### config.mk
export PLATFORM = sky130hd
export DESIGN_NAME = cmd_frame_initiator
export DESIGN_NICKNAME = d
export VERILOG_FILES = /design/src/rtl/cmd_frame_initiator_pkg.sv /design/src/rtl/cmd_frame_initiator_rsp_timer.sv /design/src/rtl/cmd_frame_initiator.sv
export SDC_FILE = /design/constraint.sdc
export NUM_CORES = 1
export LEC_CHECK = 0
export CELL_PAD_IN_SITES_DETAIL_PLACEMENT = 0
export CELL_PAD_IN_SITES_GLOBAL_PLACEMENT = 2
export CORE_AREA = 2 2 107 109
export CTS_CLUSTER_SIZE = 40
export DETAILED_ROUTE_END_ITERATION = 10
export DIE_AREA = 0 0 109 111
export PLACE_DENSITY = 0.77
export SYNTH_ARGS = -nofsm -noshare
export SYNTH_HDL_FRONTEND = slang
export SYNTH_SLANG_ARGS = --single-unit
### constraint.sdc
create_clock -name CLK -period 2 [get_ports CLK]
set_input_delay 0.2 -clock CLK [delete_from_list [all_inputs] [get_ports CLK]]
set_output_delay 0.2 -clock CLK [all_outputs]
set_load 0.005 [all_outputs]
### src/rtl/cmd_frame_initiator_pkg.sv
// Command-protocol definitions shared by the host-side initiator and the system controller decoder.
// Holds the frame header bytes, request encodings, frame lengths and FSM state encoding.
package cmd_frame_initiator_pkg;

    localparam logic [7:0] CMD_WR      = 8'hAA;
    localparam logic [7:0] CMD_RD      = 8'hBB;
    localparam logic [7:0] CMD_ALU_OP  = 8'hCC;
    localparam logic [7:0] CMD_ALU_NOP = 8'hDD;

    typedef enum logic [1:0] {
        REQ_WR      = 2'd0,
        REQ_RD      = 2'd1,
        REQ_ALU_OP  = 2'd2,
        REQ_ALU_NOP = 2'd3
    } req_cmd_e;

    localparam int unsigned FRAME_LEN_WR      = 3;
    localparam int unsigned FRAME_LEN_RD      = 2;
    localparam int unsigned FRAME_LEN_ALU_OP  = 4;
    localparam int unsigned FRAME_LEN_ALU_NOP = 2;
    localparam int unsigned FRAME_MAX_LEN     = 4;
    localparam int unsigned FRAME_IDX_W       = 2;

    typedef enum logic [1:0] {
        IDLE     = 2'd0,
        SEND     = 2'd1,
        WAIT_RSP = 2'd2
    } state_e;

    function automatic logic [7:0] cmd_byte(input req_cmd_e cmd);
        logic [7:0] b;
        case (cmd)
            REQ_WR:      b = CMD_WR;
            REQ_RD:      b = CMD_RD;
            REQ_ALU_OP:  b = CMD_ALU_OP;
            REQ_ALU_NOP: b = CMD_ALU_NOP;
            default:     b = CMD_WR;
        endcase
        return b;
    endfunction

    function automatic logic [FRAME_IDX_W-1:0] frame_last_idx(input req_cmd_e cmd);
        logic [FRAME_IDX_W-1:0] idx;
        case (cmd)
            REQ_WR:      idx = FRAME_IDX_W'(FRAME_LEN_WR - 1);
            REQ_RD:      idx = FRAME_IDX_W'(FRAME_LEN_RD - 1);
            REQ_ALU_OP:  idx = FRAME_IDX_W'(FRAME_LEN_ALU_OP - 1);
            REQ_ALU_NOP: idx = FRAME_IDX_W'(FRAME_LEN_ALU_NOP - 1);
            default:     idx = '0;
        endcase
        return idx;
    endfunction

endpackage

### src/rtl/cmd_frame_initiator_rsp_timer.sv
// Response-wait timer: synchronous clear, count enable, terminal flag at Timeout_cycles-1.
module rsp_timer
    import cmd_frame_initiator_pkg::*;
#(
    parameter int unsigned Timeout_cycles = 1024
) (
    input  logic CLK,
    input  logic RST,
    input  logic i_clear,
    input  logic i_enable,
    output logic o_terminal
);

    localparam int unsigned CountWidth = $clog2(Timeout_cycles);
    localparam logic [CountWidth-1:0] TermCount = CountWidth'(Timeout_cycles - 1);

    logic [CountWidth-1:0] r_count;

    assign o_terminal = (r_count == TermCount);

    // Saturates at the terminal value so a missed clear can never wrap into a false early timeout.
    always_ff @(posedge CLK or negedge RST) begin
        if (!RST) begin
            r_count <= '0;
        end else if (i_clear) begin
            r_count <= '0;
        end else if (i_enable && !o_terminal) begin
            r_count <= r_count + CountWidth'(1);
        end
    end

endmodule

### src/rtl/cmd_frame_initiator.sv
// Host-side initiator: serialises one request into a command frame toward UART TX,
// then returns the single response byte from UART RX, or a timeout.
module cmd_frame_initiator
    import cmd_frame_initiator_pkg::*;
#(
    parameter int unsigned Data_width     = 8,
    parameter int unsigned Address_width  = 4,
    parameter int unsigned Timeout_cycles = 1024
) (
    input  logic                     CLK,
    input  logic                     RST,
    input  logic                     req_valid,
    output logic                     req_ready,
    input  logic [1:0]               req_cmd,
    input  logic [Address_width-1:0] req_addr,
    input  logic [Data_width-1:0]    req_data,
    input  logic [Data_width-1:0]    req_op_a,
    input  logic [Data_width-1:0]    req_op_b,
    input  logic [3:0]               req_fun,
    output logic [Data_width-1:0]    tx_data,
    output logic                     tx_valid,
    input  logic                     tx_ready,
    input  logic [Data_width-1:0]    rx_data,
    input  logic                     rx_valid,
    output logic                     rsp_valid,
    output logic [Data_width-1:0]    rsp_data,
    output logic                     rsp_timeout,
    output logic                     busy
);

    typedef logic [FRAME_MAX_LEN-1:0][Data_width-1:0] frame_t;

    state_e                 r_state;
    frame_t                 r_frame;
    frame_t                 w_frame;
    logic [FRAME_IDX_W-1:0] r_idx;
    logic [FRAME_IDX_W-1:0] r_last_idx;
    logic [FRAME_IDX_W-1:0] w_next_idx;
    logic [FRAME_IDX_W-1:0] w_last_idx;
    req_cmd_e               w_cmd;
    logic [Data_width-1:0]  w_cmd_byte;
    logic [Data_width-1:0]  w_addr_byte;
    logic [Data_width-1:0]  w_fun_byte;
    logic                   w_accept;
    logic                   w_timer_clear;
    logic                   w_timer_enable;
    logic                   w_timer_terminal;

    assign w_cmd       = req_cmd_e'(req_cmd);
    assign w_accept    = req_valid && req_ready;
    assign w_next_idx  = r_idx + FRAME_IDX_W'(1);
    assign w_last_idx  = frame_last_idx(w_cmd);
    assign w_cmd_byte  = Data_width'(cmd_byte(w_cmd));
    assign w_addr_byte = Data_width'(req_addr);
    assign w_fun_byte  = Data_width'(req_fun);

    // Whole frame is built from the request fields and captured in one cycle at acceptance.
    always_comb begin
        w_frame    = '0;
        w_frame[0] = w_cmd_byte;
        case (w_cmd)
            REQ_WR: begin
                w_frame[1] = w_addr_byte;
                w_frame[2] = req_data;
            end
            REQ_RD: begin
                w_frame[1] = w_addr_byte;
            end
            REQ_ALU_OP: begin
                w_frame[1] = req_op_a;
                w_frame[2] = req_op_b;
                w_frame[3] = w_fun_byte;
            end
            REQ_ALU_NOP: begin
                w_frame[1] = w_fun_byte;
            end
            default: ;
        endcase
    end

    // Timer is held clear outside WAIT_RSP, so it reads 0 on the first wait cycle.
    assign w_timer_enable = (r_state == WAIT_RSP);
    assign w_timer_clear  = !w_timer_enable;

    rsp_timer #(
        .Timeout_cycles(Timeout_cycles)
    ) u_rsp_timer (
        .CLK       (CLK),
        .RST       (RST),
        .i_clear   (w_timer_clear),
        .i_enable  (w_timer_enable),
        .o_terminal(w_timer_terminal)
    );

    always_ff @(posedge CLK or negedge RST) begin
        if (!RST) begin
            r_state     <= IDLE;
            r_frame     <= '0;
            r_idx       <= '0;
            r_last_idx  <= '0;
            req_ready   <= 1'b1;
            tx_valid    <= 1'b0;
            tx_data     <= '0;
            rsp_valid   <= 1'b0;
            rsp_data    <= '0;
            rsp_timeout <= 1'b0;
            busy        <= 1'b0;
        end else begin
            rsp_valid   <= 1'b0;
            rsp_timeout <= 1'b0;
            case (r_state)
                IDLE: begin
                    if (w_accept) begin
                        r_frame    <= w_frame;
                        r_last_idx <= w_last_idx;
                        r_idx      <= '0;
                        tx_data    <= w_frame[0];
                        tx_valid   <= 1'b1;
                        req_ready  <= 1'b0;
                        busy       <= 1'b1;
                        r_state    <= SEND;
                    end
                end
                SEND: begin
                    if (tx_ready) begin
                        if (r_idx == r_last_idx) begin
                            tx_valid <= 1'b0;
                            r_state  <= WAIT_RSP;
                        end else begin
                            r_idx   <= w_next_idx;
                            tx_data <= r_frame[w_next_idx];
                        end
                    end
                end
                WAIT_RSP: begin
                    // A response arriving on the terminal cycle takes priority over the timeout.
                    if (rx_valid) begin
                        rsp_valid   <= 1'b1;
                        rsp_data    <= rx_data;
                        rsp_timeout <= 1'b0;
                        req_ready   <= 1'b1;
                        busy        <= 1'b0;
                        r_state     <= IDLE;
                    end else if (w_timer_terminal) begin
                        rsp_valid   <= 1'b1;
                        rsp_data    <= '0;
                        rsp_timeout <= 1'b1;
                        req_ready   <= 1'b1;
                        busy        <= 1'b0;
                        r_state     <= IDLE;
                    end
                end
                default: begin
                    r_state     <= IDLE;
                    r_frame     <= '0;
                    r_idx       <= '0;
                    r_last_idx  <= '0;
                    req_ready   <= 1'b1;
                    tx_valid    <= 1'b0;
                    tx_data     <= '0;
                    rsp_data    <= '0;
                    busy        <= 1'b0;
                end
            endcase
        end
    end

endmodule

# == Word-level counts from Yosys, hierarchy flattened ==
# Cells that the tools add are included.
# classes
addsub,2
n_lt_le_gt_ge,1
eq_ne,13
n_mux,46
bitwise,4
reduce_logical,15
# op_table
op,n
32-bit case mux with 2 select lines,1
8-bit 2-to-1 mux,6
8-bit case mux with 3 select lines,2
32-bit 2-to-1 mux,1
8-bit case mux with 2 select lines,2
8-bit case mux with 4 select lines,1
10-bit 2-to-1 mux,2
2-bit 2-to-1 mux,9
2-bit case mux with 3 select lines,3
8-bit binary-select mux with 2-bit select,1
1-bit 2-to-1 mux,13
4-bit AND reduction,3
10-bit by 1-bit adder with 10-bit output (second input constant),1
10-bit == test (second input constant),1
2-bit != test (second input constant),5
1-bit case mux with 3 select lines,3
2-bit OR reduction,4
2-bit == test (second input constant),3
2-bit by 1-bit == test with 1-bit output (second input constant),2
2-bit logical NOT,2
4-bit 2-to-1 mux,1
1-bit inverter,4
2-bit case mux with 2 select lines,1
2-bit AND reduction,2
7 further kinds,8
# totals
regBits,69
inputBits,47
elab_cells,96

# == Longest topological paths before layout ==
# Gate-level depths: netlist of run 1.
# depth
depth_word,6
mapped_depth,8

# == By module ==
# From an unflattened synthesis of run 1, not the netlist that was laid out.
# hier_totals
hier_cells,301
hier_area_um2,3052.9
# modules_own_cells
mod,n_inst,cells_each,area_each_um2,seq_area_each_um2
cmd_frame_initiator,1,244,2512.4,1277.5
rsp_timer,1,57,540.5,250.2

# == Least setup slack after synthesis of run 1 ==
# OpenSTA, ideal clock, no wires.
# synth_path
path_type,register to register
startpoint,register u_rsp_timer.r_count[0]
endpoint,register rsp_data[0]
arrival_ns,1.897
required_ns,1.875
slack_ns,-0.022
stages_incl_launch_ff,7
path_buffers,1
period_less_slack_ns,2.022
path_cell_list,dfrtp_1 -> ha_1 -> nand3_1 -> o311a_4 -> or3_1 -> buf_6 -> mux2_4
# synth_via
elab_chain_len,3
# synth_rtl
element,line_no,text
start: declaration,cmd_frame_initiator_rsp_timer.sv:17,logic [CountWidth-1:0] r_count;
start signal: assignment,cmd_frame_initiator_rsp_timer.sv:28,r_count <= r_count + CountWidth'(1);
10-bit == test,cmd_frame_initiator_rsp_timer.sv:19,assign o_terminal = (r_count == TermCount);
3-bit != test (no line),--,
2-bit AND reduction (no line),--,
end signal: assignment,cmd_frame_initiator.sv:139,rsp_data <= rx_data;
end: declaration,cmd_frame_initiator.sv:26,"output logic [Data_width-1:0] rsp_data,"
# Every way passes these cells.
# A chain may end at the register's enable or synchronous reset.

# == Final worst setup path of run 1 ==
# layout_path
startpoint,register u_rsp_timer.r_count[0]
endpoint,register rsp_data[7]
# The elaborated chain is that of the path after synthesis.

==> impl_metrics.toml, run 1 <==
[status]
status = "completed"

[sta]
finalSetupTns_ns = 0
grt_setup_unrepaired = "yes"
timing.final.crit_share_pct = 96.23
slew_headroom_pct = 60.68
setup_viol = 0
finalHoldViolCount = 0
finClkSkew_ns = 0.008216
final_max_slew_viol_count = 0
setup_slack_ns = 0.07537
timing.fmax_mhz = 519.6
min_period_ns = 1.925
worstMarginPinSlew_ns = 0.5836

[global_route]
grt_start_max_net_pins = 62
grt_pass1_wl_microns = 12240
met3_usage_pct = 3.880
met2_usage_pct = 20.37
grtUsageTotal_pct = 13.16
grtUsageMet1_pct = 17.87
gr-total-overflow = 0
busiest_layer = "met2"
grt_antenna_before_repair = 0
grt_pass1_vias = 2412

[logic_synthesis]
netlist_area_sq_um = 3094
synth_ff_type = "dfrtp_1"
synth_compound_area_share_pct = 14.88
yosys.area.top_type = "dfrtp_1"
yosysMostFrequentCell = "dfrtp_1"
ys_seq_area_share_pct = 49.37
avgSynthCellArea_sq_um = 10.97
synth_top_family_by_area = "multiplexers"
synth-edff-count = 0
yosys-top-cells-count = "dfrtp_1, nand2_1, mux2i_1"
ys_types = 46
yosys_register_bits = 61
synth_top_area_share_pct = 48.52
synth.mux.area_fraction_pct = 16.70
ys_warn_count = 0
synth_xor_area_share_pct = 1.698
synth.area.top_cells = "dfrtp_1, mux2i_1, mux2_2"
synth-simple-area-share_pct = 11.77
netlist_instances = 282
ys_async_sr_fraction_pct = 100.0
synthesis.nets = 334
synthAdderAreaFrac_pct = 2.022

[detailed_routing]
antenna_left = 0
num_vias = 2388
drtIter0Drc = 42
wl_microns = 7501
avgViaCountPerCell = 4.610
route.detailed.wl_per_inst_microns = 14.48
drcViolationCount = 0
first_pass_iters = 4

[placed_design]
dp_hpwl_microns = 5679
post-place-ws_ns = -0.02573
gp_congestion = 0.8093
port_buffers = 67

[layout]
fin_nets = 423
register_area_sq_um = 1528
layout-drive-gt1-share_pct = 19.73
final.fill_count = 1106
multi_input_area_sq_um = 1474
area_growth_pct = 42.26
n_antenna_cell = 0
fin_util_pct = 39.74

[cts]
post-cts-setup-buffer-count = 0
cts.sink_count = 61
numCtsBuffers = 9
clock_latency_ns = 0.32
htreeDepth = 3
cts-root-buf = "clkbuf_16"
clk_pin_slew_worst_paths_ns = 0.05
cts_tree = "built"
cts_buffer_depth = 2

[setup_path]
critPathCaptureType = "flip-flop"
cp.required_ns = 2.20
max_stage_delay_ns = 0.37
arrival_ns = 2.12
slowest_stage = "o311a_4"
worstSetupStartpointType = "flip-flop"
critPathKind = "flip-flop to flip-flop"
cp_cell_sequence = "ha_1 -> nand3_2 -> o311a_4 -> or3_1 -> buf_4 -> mux2_4"
critPathMaxFanout = 10

[floorplanning]
rows = 39
die_h_microns = 111
coreArea_sq_um = 11080
die-area_sq_um = 12100
fp.dieW_microns = 109
start_util_pct = 27.93
boundaryPins = 68

[pwr]
p_leak_nw = 1.982
power_density_nw_per_um2 = 1312
ir_drop_mv = 0.5266

[flow_run]
drv_cap = 0

[min_path]
hold_path.class = "primary input to asynchronous set/reset pin"
==> per-stage QoR <==
step                cells  area, sq um  hold slack, ns  total power, mW
global placement      502         4086          0.2336            4.233
global route          518         4402          0.4558            6.166
floorplan             282         3107        -0.09559            3.296
finish                518         4402          0.4195            5.776
detailed placement    502         4086          0.2329            4.278
CTS                   518         4397          0.4347            5.845
==> repair_timing <==
item / CTS / global route
hold endpoints to repair: 60 / 0
resized for setup: 0 / 1
hold buffers: 1 / 0
setup endpoints to repair: 0 / 9
==> path summary, 6_finish.rpt <==
| check | start | end | slack (ns) | cells past startpoint |
|---|---|---|---|---|
| worst min register to register | r_frame[16] | r_frame[16] | 0.48 | 2 |
| max in group asynchronous | RST | req_ready | 1.29 | 3 |
| min in group CLK | req_op_a[5] | r_frame[13] | 0.47 | 2 |
| worst min-delay path | RST | u_rsp_timer.r_count[3] | 0.42 | 3 |
| worst max-delay path | u_rsp_timer.r_count[0] | rsp_data[7] | 0.08 | 6 |
| worst max register to register | u_rsp_timer.r_count[0] | rsp_data[7] | 0.08 | 6 |
==> sequential cells by signal (all words and copies together) (netlist names), 2 cells and up <==
| name | count |
|---|---|
| u_rsp_timer.r_count | 10 |
| r_state | 2 |
| r_idx | 2 |
| tx_data | 8 |
| r_frame | 24 |
| rsp_data | 8 |
| r_last_idx | 2 |
==> power breakdown <==
group          internal (mW)  switching, mW  leakage [nW]
combinational           1.22           1.20          1.02
clock                   1.02          0.525         0.147
sequential              1.59          0.212         0.817
total                   3.84           1.94          1.98
==> cell families (layout without fill, tap and decap cells) <==
group / after synthesis / after routing
AO/OA/AOI/OAI: 65 / 65
XOR/XNOR: 6 / 6
buffers and inverters: 26 / 119
flip-flops: 61 / 61
AND/OR/NAND/NOR: 73 / 73
adder cells (fa/ha/maj): 5 / 5
multiplexers: 46 / 46
==> layout by cell type, fill, tap and decap left out, types with 5 or more instances in the layout <==
cell | netlist | final
xor2_1 | 5 | 5
buf_4 | 0 | 25
nor3_1 | 11 | 10
and3_1 | 9 | 9
a22o_1 | 9 | 9
ha_1 | 5 | 5
mux2_4 | 8 | 8
clkdlybuf4s50_1 | 0 | 66
clkbuf_16 | 0 | 9
a21oi_1 | 9 | 9
mux2i_1 | 25 | 25
dfrtp_1 | 60 | 60
o21ai_0 | 16 | 16
nand2_1 | 28 | 28
nor2_1 | 12 | 12
o31ai_1 | 8 | 8
inv_1 | 9 | 9
mux2_2 | 13 | 13
==> per-layer routing <==
layer,wire (microns),vias to the layer above
li1,-,1209
met2,3366,73
met1,3561,1100
met5,0,-
met3,500,6
met4,72,0
==> layout make-up <==
class	count	share of cell area (%)
Tap cell	143	4.065
Sequential cell	61	34.71
Timing Repair Buffer	94	20.07
Clock buffer	11	5.742
Clock inverter	4	1.080
Inverter	10	0.8528
Multi-Input combinational cell	195	33.48
==> critical path, delay by kind of cell, from the launching register on <==
kind | cells | cell delay, ns
adder cells (fa/ha/maj) | 1 | 0.18
AND/OR/NAND/NOR | 2 | 0.39
AO/OA/AOI/OAI | 1 | 0.37
multiplexers | 1 | 0.31
buffers and inverters | 1 | 0.20
flip-flops | 1 | 0.35
(Power assumes the default switching activity.)
==> run 2: changes to the inputs <==
- CORE_AREA: 2 2 107 109 -> 2 2 102 104
- DIE_AREA: 0 0 109 111 -> 0 0 104 106
- PLACE_DENSITY: 0.77 -> 0.81
- TNS_END_PERCENT: not set -> 20
- clock period: 2 -> 2.08 ns (I/O delays scaled with it)
==> impl_metrics.toml, run 2 (same netlist as run 1, synthesis figures left out) <==
[sta]
finalHoldViolCount = 0
final_max_slew_viol_count = 0
worstMarginPinSlew_ns = 0.5615
slew_headroom_pct = 62.57
finClkSkew_ns = 0.006197
min_period_ns = 1.999
grt_setup_unrepaired = "no"
setup_viol = 0
finalSetupTns_ns = 0
timing.fmax_mhz = 500.3
timing.final.crit_share_pct = 96.10

[cts]
cts.sink_count = 61
numCtsBuffers = 9
cts-root-buf = "clkbuf_8"
cts_buffer_depth = 2
cts_tree = "built"
htreeDepth = 3
clock_latency_ns = 0.34
post-cts-setup-buffer-count = 0
clk_pin_slew_worst_paths_ns = 0.07

[floorplanning]
die_h_microns = 106
coreArea_sq_um = 10000
fp.dieW_microns = 104
start_util_pct = 30.94
boundaryPins = 68
die-area_sq_um = 11020
rows = 37

[detailed_routing]
m1WireLength_microns = 3356
avgViaCountPerCell = 4.850
drtIter0Drc = 112
route.met3.wl_microns = 371
antenna_left = 0
wl_microns = 7333
num_vias = 2449
route.detailed.wl_per_inst_microns = 14.52
drcViolationCount = 0
first_pass_iters = 5
top_layer_used = "met4"
wl_met2_microns = 3458

[placed_design]
dp_hpwl_microns = 5458
gp_congestion = 0.8040
port_buffers = 67

[layout]
largest_register = "r_frame"
largestRegisters = "r_frame x24, u_rsp_timer.r_count x10"
largest_reg_flops = 24
fin_util_pct = 42.29
final_common_cell = "clkdlybuf4s50_1"
layout-drive-gt1-share_pct = 17.34
final.fill_count = 996
area_growth_pct = 36.68
n_antenna_cell = 0
fin_nets = 416
final_cell_mix = "clkdlybuf4s50_1, dfrtp_1, nand2_1"

[pwr]
ir_drop_mv = 0.4708
p_leak_nw = 1.906
power_density_nw_per_um2 = 1209

[global_route]
grt_antenna_before_repair = 0
grt_start_max_net_pins = 40
grt_pass1_wl_microns = 12320
gr-total-overflow = 0
grt_pass1_vias = 2557
grtUsageTotal_pct = 14.18

[min_path]
hold_path.class = "primary input to asynchronous set/reset pin"

[setup_path]
worstSetupStartpointType = "flip-flop"
critPathMaxFanout = 10
cp.required_ns = 2.31
critPathKind = "flip-flop to flip-flop"
arrival_ns = 2.23
critPathCaptureType = "flip-flop"

[flow_run]
drv_cap = 0

[status]
status = "completed"
-- run 2: cell types whose count changed in the layout (fill, tap and decap cells not counted), moves of 2 or more --
cell       delta
clkbuf_1      +2
buf_4         -7
clkbuf_16     -9
clkbuf_8      +7
-- run 2: final timing paths --
path	startpoint	end	slack [ns]	cells past startpoint
max in group asynchronous	RST	tx_data[2]	1.09	3
min reg2reg	r_frame[9]	r_frame[9]	0.48	2
max reg2reg	u_rsp_timer.r_count[0]	rsp_data[1]	0.08	6
max	u_rsp_timer.r_count[0]	rsp_data[1]	0.08	6
min	RST	rsp_data[2]	0.39	2
min in group CLK	r_frame[9]	r_frame[9]	0.48	2
-- run 2: metrics by stage --
step           area (sq um)  hold slack [ns]  setup WS [ns]  total power [mW]  std cells
3_3_place_gp           4013           0.2304        0.05772             3.994        488
4_1_cts                4229           0.3996        0.07634             5.186        505
2_1_floorplan          3094         -0.08759        0.05771             3.148        282
5_1_grt                4229           0.4419       0.007045             5.521        505
3_5_place_dp           4013           0.2284        0.05855             4.032        488
6_report               4229           0.3883        0.08112             5.113        505
-- run 2: worst max-delay path, stage by stage (launching register included) --
cell and delay, ns:
dfrtp_1 0.35, ha_1 0.21, nand3_1 0.13, o311a_4 0.39
or3_1 0.30, buf_4 0.20, mux2_4 0.31
-- run 2: routing by layer --
metal	up-vias	global-route usage (%)
met3	13	3.617
met4	0	6.660
met2	82	23.31
met1	1166	17.50
li1	1188	-
met5	-	0
-- run 2: repair_timing --
action,4_1_cts,5_1_grt
gates resized for setup,0,1
hold buffers,1,0
setup endpoints to repair,0,29
endpoints found under the hold margin,21,0
-- run 2: power breakdown --
group | switching [mW] | internal, mW | leakage, nW | total [mW]
clock network | 0.464 | 0.669 | 0.107 | 1.13
registers | 0.196 | 1.53 | 0.817 | 1.73
logic | 1.11 | 1.14 | 0.982 | 2.25
-- run 2: area by class of cell --
cell class	instances	area (sq um)	area share, %
inverter	10	37.54	0.8876
multi-input combinational	195	1456	34.44
sequential	61	1528	36.12
clock buffer	11	131.4	3.107
clock inverter	5	75.07	1.775
timing repair buffer	87	830.8	19.64
tap	136	170.2	4.024
